## src/rtl/fp_sub_seq.sv

```systemverilog
// Sequential single-precision subtractor: out = src1 - src2.
// Walks IDLE -> ALIGN -> SUB -> NORM -> ROUND -> DONE with a valid/ready handshake on both sides.
module fp_sub_seq (
  input  logic        clk,
  input  logic        rst,
  input  logic [31:0] src1,
  input  logic [31:0] src2,
  input  logic        in_valid,
  output logic        in_ready,
  output logic [31:0] out,
  output logic        out_valid,
  input  logic        out_ready
);

  typedef enum logic [2:0] {IDLE, ALIGN, SUB, NORM, ROUND, DONE} state_t;

  state_t      state;
  logic [31:0] a_reg;
  logic [31:0] b_reg;
  logic [26:0] m_big;
  logic [26:0] m_small;
  logic        s_big;
  logic        s_small;
  logic        inf_flag;
  logic        sign_r;
  logic [9:0]  exp_w;
  logic [27:0] mag;

  logic [7:0]  ea, eb, e_big, e_small, d;
  logic [26:0] sig_a, sig_b, big_sig, small_sig, lost, small_al;
  logic        a_ge_b, any_inf, sb_big, sb_small;

  logic        inc;
  logic [24:0] rsum;
  logic [23:0] sig_r;
  logic [9:0]  exp_r;
  logic [31:0] packed_res;

  // Operand unpack, ordering by magnitude and sticky right-shift of the smaller significand
  always_comb begin
    ea       = (a_reg[30:23] == 8'd0) ? 8'd1 : a_reg[30:23];
    eb       = (b_reg[30:23] == 8'd0) ? 8'd1 : b_reg[30:23];
    sig_a    = {|a_reg[30:23], a_reg[22:0], 3'b000};
    sig_b    = {|b_reg[30:23], b_reg[22:0], 3'b000};
    a_ge_b   = (a_reg[30:0] >= b_reg[30:0]);
    any_inf  = (a_reg[30:23] == 8'hFF) || (b_reg[30:23] == 8'hFF);
    if (a_ge_b) begin
      big_sig   = sig_a;
      small_sig = sig_b;
      e_big     = ea;
      e_small   = eb;
      sb_big    = a_reg[31];
      sb_small  = b_reg[31];
    end else begin
      big_sig   = sig_b;
      small_sig = sig_a;
      e_big     = eb;
      e_small   = ea;
      sb_big    = b_reg[31];
      sb_small  = a_reg[31];
    end
    d    = e_big - e_small;
    lost = '0;
    if (d >= 8'd26) begin
      small_al = {26'd0, |small_sig};
    end else begin
      lost     = small_sig & ~({27{1'b1}} << d);
      small_al = (small_sig >> d) | {26'd0, |lost};
    end
  end

  // Round-to-nearest-even on the normalised magnitude and final packing
  always_comb begin
    inc   = mag[2] & (mag[3] | mag[1] | mag[0]);
    rsum  = {1'b0, mag[26:3]} + {24'd0, inc};
    if (rsum[24]) begin
      sig_r = rsum[24:1];
      exp_r = exp_w + 10'd1;
    end else begin
      sig_r = rsum[23:0];
      exp_r = exp_w;
    end
    if (inf_flag)
      packed_res = {s_big, 8'hFF, 23'd0};
    else if (mag == 28'd0)
      packed_res = '0;
    else if (exp_r >= 10'd255)
      packed_res = {sign_r, 8'hFF, 23'd0};
    else if (!sig_r[23])
      packed_res = {sign_r, 8'd0, sig_r[22:0]};
    else
      packed_res = {sign_r, exp_r[7:0], sig_r[22:0]};
  end

  // Control FSM with registered handshake outputs and datapath registers
  always_ff @(posedge clk) begin
    if (rst) begin
      state     <= IDLE;
      in_ready  <= 1'b1;
      out       <= '0;
      out_valid <= 1'b0;
      a_reg     <= '0;
      b_reg     <= '0;
      m_big     <= '0;
      m_small   <= '0;
      s_big     <= 1'b0;
      s_small   <= 1'b0;
      inf_flag  <= 1'b0;
      sign_r    <= 1'b0;
      exp_w     <= '0;
      mag       <= '0;
    end else begin
      case (state)
        IDLE: begin
          if (in_valid) begin
            a_reg    <= src1;
            b_reg    <= {~src2[31], src2[30:0]};
            in_ready <= 1'b0;
            state    <= ALIGN;
          end
        end
        ALIGN: begin
          m_big    <= big_sig;
          m_small  <= small_al;
          s_big    <= sb_big;
          s_small  <= sb_small;
          exp_w    <= {2'b00, e_big};
          inf_flag <= any_inf;
          state    <= SUB;
        end
        SUB: begin
          if (s_big == s_small) begin
            mag    <= {1'b0, m_big} + {1'b0, m_small};
            sign_r <= s_big;
          end else begin
            mag    <= {1'b0, m_big - m_small};
            sign_r <= (m_big == m_small) ? 1'b0 : s_big;
          end
          state <= NORM;
        end
        NORM: begin
          // Each shifting cycle also decides whether it was the last one,
          // so the cycle count equals the shift count (minimum one).
          if (inf_flag || mag == 28'd0) begin
            state <= ROUND;
          end else if (mag[27]) begin
            mag   <= {1'b0, mag[27:2], mag[1] | mag[0]};
            exp_w <= exp_w + 10'd1;
            state <= ROUND;
          end else if (mag[26] || exp_w == 10'd1) begin
            state <= ROUND;
          end else begin
            mag   <= mag << 1;
            exp_w <= exp_w - 10'd1;
            if (mag[25] || exp_w == 10'd2)
              state <= ROUND;
          end
        end
        ROUND: begin
          out       <= packed_res;
          out_valid <= 1'b1;
          state     <= DONE;
        end
        DONE: begin
          if (out_ready) begin
            out_valid <= 1'b0;
            in_ready  <= 1'b1;
            state     <= IDLE;
          end
        end
        default: state <= IDLE;
      endcase
    end
  end

endmodule

```

## config.mk

```make
export PLATFORM = sky130hd
export DESIGN_NAME = fp_sub_seq
export DESIGN_NICKNAME = d
export VERILOG_FILES = /design/src/rtl/fp_sub_seq.sv
export SDC_FILE = /design/constraint.sdc
export NUM_CORES = 1
export LEC_CHECK = 0
export ABC_AREA = 1
export BUFFER_PORTS_ARGS = -buffer_cell sky130_fd_sc_hd__buf_2
export CAP_MARGIN = 20
export CORE_AREA = 8 8 235 237
export CTS_CLUSTER_DIAMETER = 80
export CTS_CLUSTER_SIZE = 25
export DETAILED_ROUTE_END_ITERATION = 16
export DIE_AREA = 0 0 243 245
export PLACE_DENSITY = 0.47
export SLEW_MARGIN = 20
export SYNTH_ARGS = -nofsm -noshare
export SYNTH_HDL_FRONTEND = slang
export SYNTH_SLANG_ARGS = --single-unit
```

## constraint.sdc

```tcl
create_clock -name clk -period 4.8 [get_ports clk]
set_input_delay 0.48 -clock clk [delete_from_list [all_inputs] [get_ports clk]]
set_output_delay 0.48 -clock clk [all_outputs]
set_load 0.02 [all_outputs]
```

==> results.cfg <==
[synth]
synth.yosys.seq_area_share = 0.255
synthFlopType = sky130_fd_sc_hd__dfxtp_1
synth_seq_cells = 194
postSynth.asyncResetShare = 0
postSynthNetCount = 2580
synth_cell_type_count = 58
synthesis.area_per_instance_um2 = 6.31
ys_warn_count = 0
postSynthCellCount = 2418
synth-edff-count = 0
post_synth_design_cell_area_mm2 = 0.0152

[final_layout]
numnets_final = 2620
final_area_mm2 = 0.0172
layout.core_utilization = 0.332
antenna_diodes = 0
area_delta_synth_final_pct = 12.6
final_layout_size_suffix_gt1_frac = 0.111
fill_cells = 5804

[worst_setup_path]
timing_worst_setup_path_type = flop to flop
crit_path_top_delay_cell = sky130_fd_sc_hd__fa_2
crit_start = b_reg[28]
r2r_start = b_reg[28]
crit_path_start_kind = flop
crit_required_ps = 5140
largest_fanout_on_the_critical_path = 25
end_kind = flop
cp_data_arrival_time_ps = 4860
critical-path-top-cell-by-count = sky130_fd_sc_hd__nand2_1
critical_path.max_stage_delay_ps = 410

[global_route]
first_pass_grt_wire_length_um = 88800
grt_remaining_overflow = 0
largest_net_degree_at_the_start_of_global_routing = 84
number_of_global_route_vias_before_repair = 15400
antenna_found_initial = 0
overall_routing_resource_usage = 0.186

[clocking]
htreeDepth = 4
cts.reportedPaths.clkPinSlew_ps = 80
insertion_delay_ps = 490
cts-root-buf = sky130_fd_sc_hd__clkbuf_16
tritoncts_clock_tree = done
tritoncts_num_sinks = 194
tritoncts_buffer_count = 17
clock_path_buffers = 2

[pwr]
design_power_total_mw = 13.7
vdd.ir_drop.worst_mv = 0.565
leakagePower_nw = 7.57
swShare = 0.591
power_frac_clock = 0.103
power.combinational.fraction = 0.743
power.share.sequential = 0.153
p_per_area_mw_per_mm2 = 800
netSwitchingPower_mw = 8.12
power_report.internal_total_mw = 5.62

[routing]
vias_per_cell = 5.16
drt-total-wl_um = 56700
post_route_drc_violation_count = 0
drt_pre_antenna_iters = 5
antenna_violating_nets_post_route = 0
drt-wirelength-per-cell_um = 17.9
dr_iter_0_viols = 1120
vias = 16300

[outcome]
outcome = complete, no violations

[die]
die-width_um = 243
initial_core_util = 0.295
io_pins = 102
row_count = 84
placeableCoreArea_mm2 = 0.0517
fp.dieH_um = 245
design.die.area_mm2 = 0.0595

[timing]
max_slew_margin = 0.392
finalHoldViolCount = 0
tns_ps = 0
final_critical_path_setup_slack_ps = 277
period_minus_slack_ps = 4520
actual_slew_at_the_worst_max_slew_pin_ps = 902
timing.final.max_slew_violations = 0
max_fclk_mhz = 221
setup_viol = 0
worst_clock_skew_ps = 14.1
final.period_utilization = 0.942

[placed_design]
pre_cts_slack_ps = -54.0
dp.final_hpwl_um = 44100
routabilityCongestion = 0.921
numPortBuffers = 101
dpl-instance-area_mm2 = 0.0164

[job]
cap_violations = 0

[min_path]
holdCritPathClass = primary input to flop
worst_hold_startpoint = src1[25]
==> stage by stage <==
stage / hold slack, ps / instances
CTS: 222 / 3150
floorplan: 438 / 2418
detailed placement: 455 / 3118
global route: 256 / 3159
finish: 250 / 3159
global placement: 451 / 3118
==> cell usage in the layout, fill, tap and decap left out, types with 5 or more instances in the layout <==
cell type | synthesis | layout
sky130_fd_sc_hd__inv_1 | 259 | 253
sky130_fd_sc_hd__nor4_1 | 18 | 18
sky130_fd_sc_hd__dfxtp_1 | 194 | 191
sky130_fd_sc_hd__o22ai_1 | 24 | 24
sky130_fd_sc_hd__o21ai_0 | 191 | 178
sky130_fd_sc_hd__nor2_1 | 126 | 120
sky130_fd_sc_hd__o211ai_1 | 14 | 14
sky130_fd_sc_hd__nand4_1 | 55 | 55
sky130_fd_sc_hd__ha_1 | 92 | 88
sky130_fd_sc_hd__buf_2 | 28 | 100
sky130_fd_sc_hd__a221oi_1 | 20 | 20
sky130_fd_sc_hd__a21o_1 | 5 | 5
sky130_fd_sc_hd__nor2_2 | 3 | 6
sky130_fd_sc_hd__a211oi_1 | 8 | 8
sky130_fd_sc_hd__clkbuf_16 | 0 | 19
sky130_fd_sc_hd__a21oi_1 | 299 | 298
sky130_fd_sc_hd__o21ai_2 | 8 | 13
sky130_fd_sc_hd__and2_1 | 6 | 6
sky130_fd_sc_hd__nor2_4 | 7 | 10
sky130_fd_sc_hd__inv_6 | 0 | 5
sky130_fd_sc_hd__buf_4 | 3 | 45
sky130_fd_sc_hd__xor2_1 | 46 | 46
sky130_fd_sc_hd__nor3_1 | 21 | 21
sky130_fd_sc_hd__nand2_1 | 563 | 557
sky130_fd_sc_hd__o21ai_1 | 27 | 35
sky130_fd_sc_hd__inv_2 | 11 | 17
sky130_fd_sc_hd__a31oi_1 | 12 | 12
sky130_fd_sc_hd__nand3_1 | 210 | 209
sky130_fd_sc_hd__nand2_2 | 10 | 13
==> cell families after synthesis <==
family                   count (synthesis)  synth area share
adder cells (fa/ha/maj)                 94            0.0781
flip-flops                             194             0.255
AO/OA/AOI/OAI                          639             0.232
AND/OR/NAND/NOR                       1038             0.301
multiplexers                             1          0.000657
XOR/XNOR                                49            0.0286
buffers and inverters                  403             0.106
==> path summary, 6_finish.rpt <==
path / cells after the start / slack [ps] / end
hold / removal: 3 / 250 / a_reg[25]
setup / recovery: 29 / 280 / m_small[4]
hold reg to reg: 2 / 460 / out[17]
setup reg to reg: 29 / 280 / m_small[4]
==> power by group through the flow <==
stage / clock [mW] / combinational [mW] / sequential, mW
3_5_place_dp: 0 / 9.60 / 2.14
2_1_floorplan: 0 / 6.75 / 2.05
4_1_cts: 1.47 / 9.65 / 2.11
3_3_place_gp: 0 / 9.67 / 2.14
6_report: 1.42 / 10.2 / 2.11
5_1_grt: 1.53 / 11.2 / 2.15
==> final cells by class <==
type	count	area, um^2	area share
Multi-Input combinational cell	1822	9900	0.576
Sequential cell	194	3890	0.226
Inverter	274	1030	0.0602
Timing Repair Buffer	149	928	0.0541
Tap cell	688	861	0.0501
Clock buffer	19	443	0.0258
Clock inverter	13	121	0.00707
==> repair_timing <==
item	CTS	global route
resized for setup	1	52
setup endpoints to repair	7	27
hold buffers	0	0
setup buffers	0	6
endpoints found under the hold margin	0	0
gates cloned	0	3
pin swaps	0	16
==> routing by layer <==
layer,vias to the layer above,global-route usage,part of all wire
met5,-,0,0
met4,0,0.0525,0.021
met3,68,0.0272,0.042
met2,372,0.317,0.47
met1,7618,0.241,0.46
li1,8254,-,-
==> worst max-delay path, delay by kind of cell, from the launching register on <==
kind | cells | cell delay (ps)
adder cells (fa/ha/maj) | 3 | 930
AO/OA/AOI/OAI | 3 | 450
flip-flops | 1 | 380
AND/OR/NAND/NOR | 18 | 1990
buffers and inverters | 5 | 610
==> cell usage after synthesis (4+ instances only) <==
cell type	n	area, um^2
sky130_fd_sc_hd__a211oi_1	8	60.1
sky130_fd_sc_hd__a21boi_0	4	30.0
sky130_fd_sc_hd__a21o_1	5	37.5
sky130_fd_sc_hd__a21oi_1	299	1500
sky130_fd_sc_hd__a221oi_1	20	175
sky130_fd_sc_hd__a31oi_1	12	75.1
sky130_fd_sc_hd__and2_1	6	37.5
sky130_fd_sc_hd__buf_1	11	41.3
sky130_fd_sc_hd__buf_2	28	140
sky130_fd_sc_hd__buf_6	7	78.8
sky130_fd_sc_hd__clkbuf_1	80	300
sky130_fd_sc_hd__dfxtp_1	194	3880
sky130_fd_sc_hd__ha_1	92	1150
sky130_fd_sc_hd__inv_1	259	972
sky130_fd_sc_hd__inv_2	11	41.3
sky130_fd_sc_hd__nand2_1	563	2110
sky130_fd_sc_hd__nand2_2	10	62.6
sky130_fd_sc_hd__nand3_1	210	1050
sky130_fd_sc_hd__nand4_1	55	344
sky130_fd_sc_hd__nor2_1	126	473
sky130_fd_sc_hd__nor2_4	7	78.8
sky130_fd_sc_hd__nor3_1	21	105
sky130_fd_sc_hd__nor4_1	18	113
sky130_fd_sc_hd__o211ai_1	14	105
sky130_fd_sc_hd__o21a_1	4	30.0
sky130_fd_sc_hd__o21ai_0	191	956
sky130_fd_sc_hd__o21ai_1	27	135
sky130_fd_sc_hd__o21ai_2	8	70.1
sky130_fd_sc_hd__o21bai_1	4	30.0
sky130_fd_sc_hd__o221ai_1	4	35.0
sky130_fd_sc_hd__o22ai_1	24	150
sky130_fd_sc_hd__o31ai_1	4	30.0
sky130_fd_sc_hd__xor2_1	46	403
(Power assumes the default switching activity.)
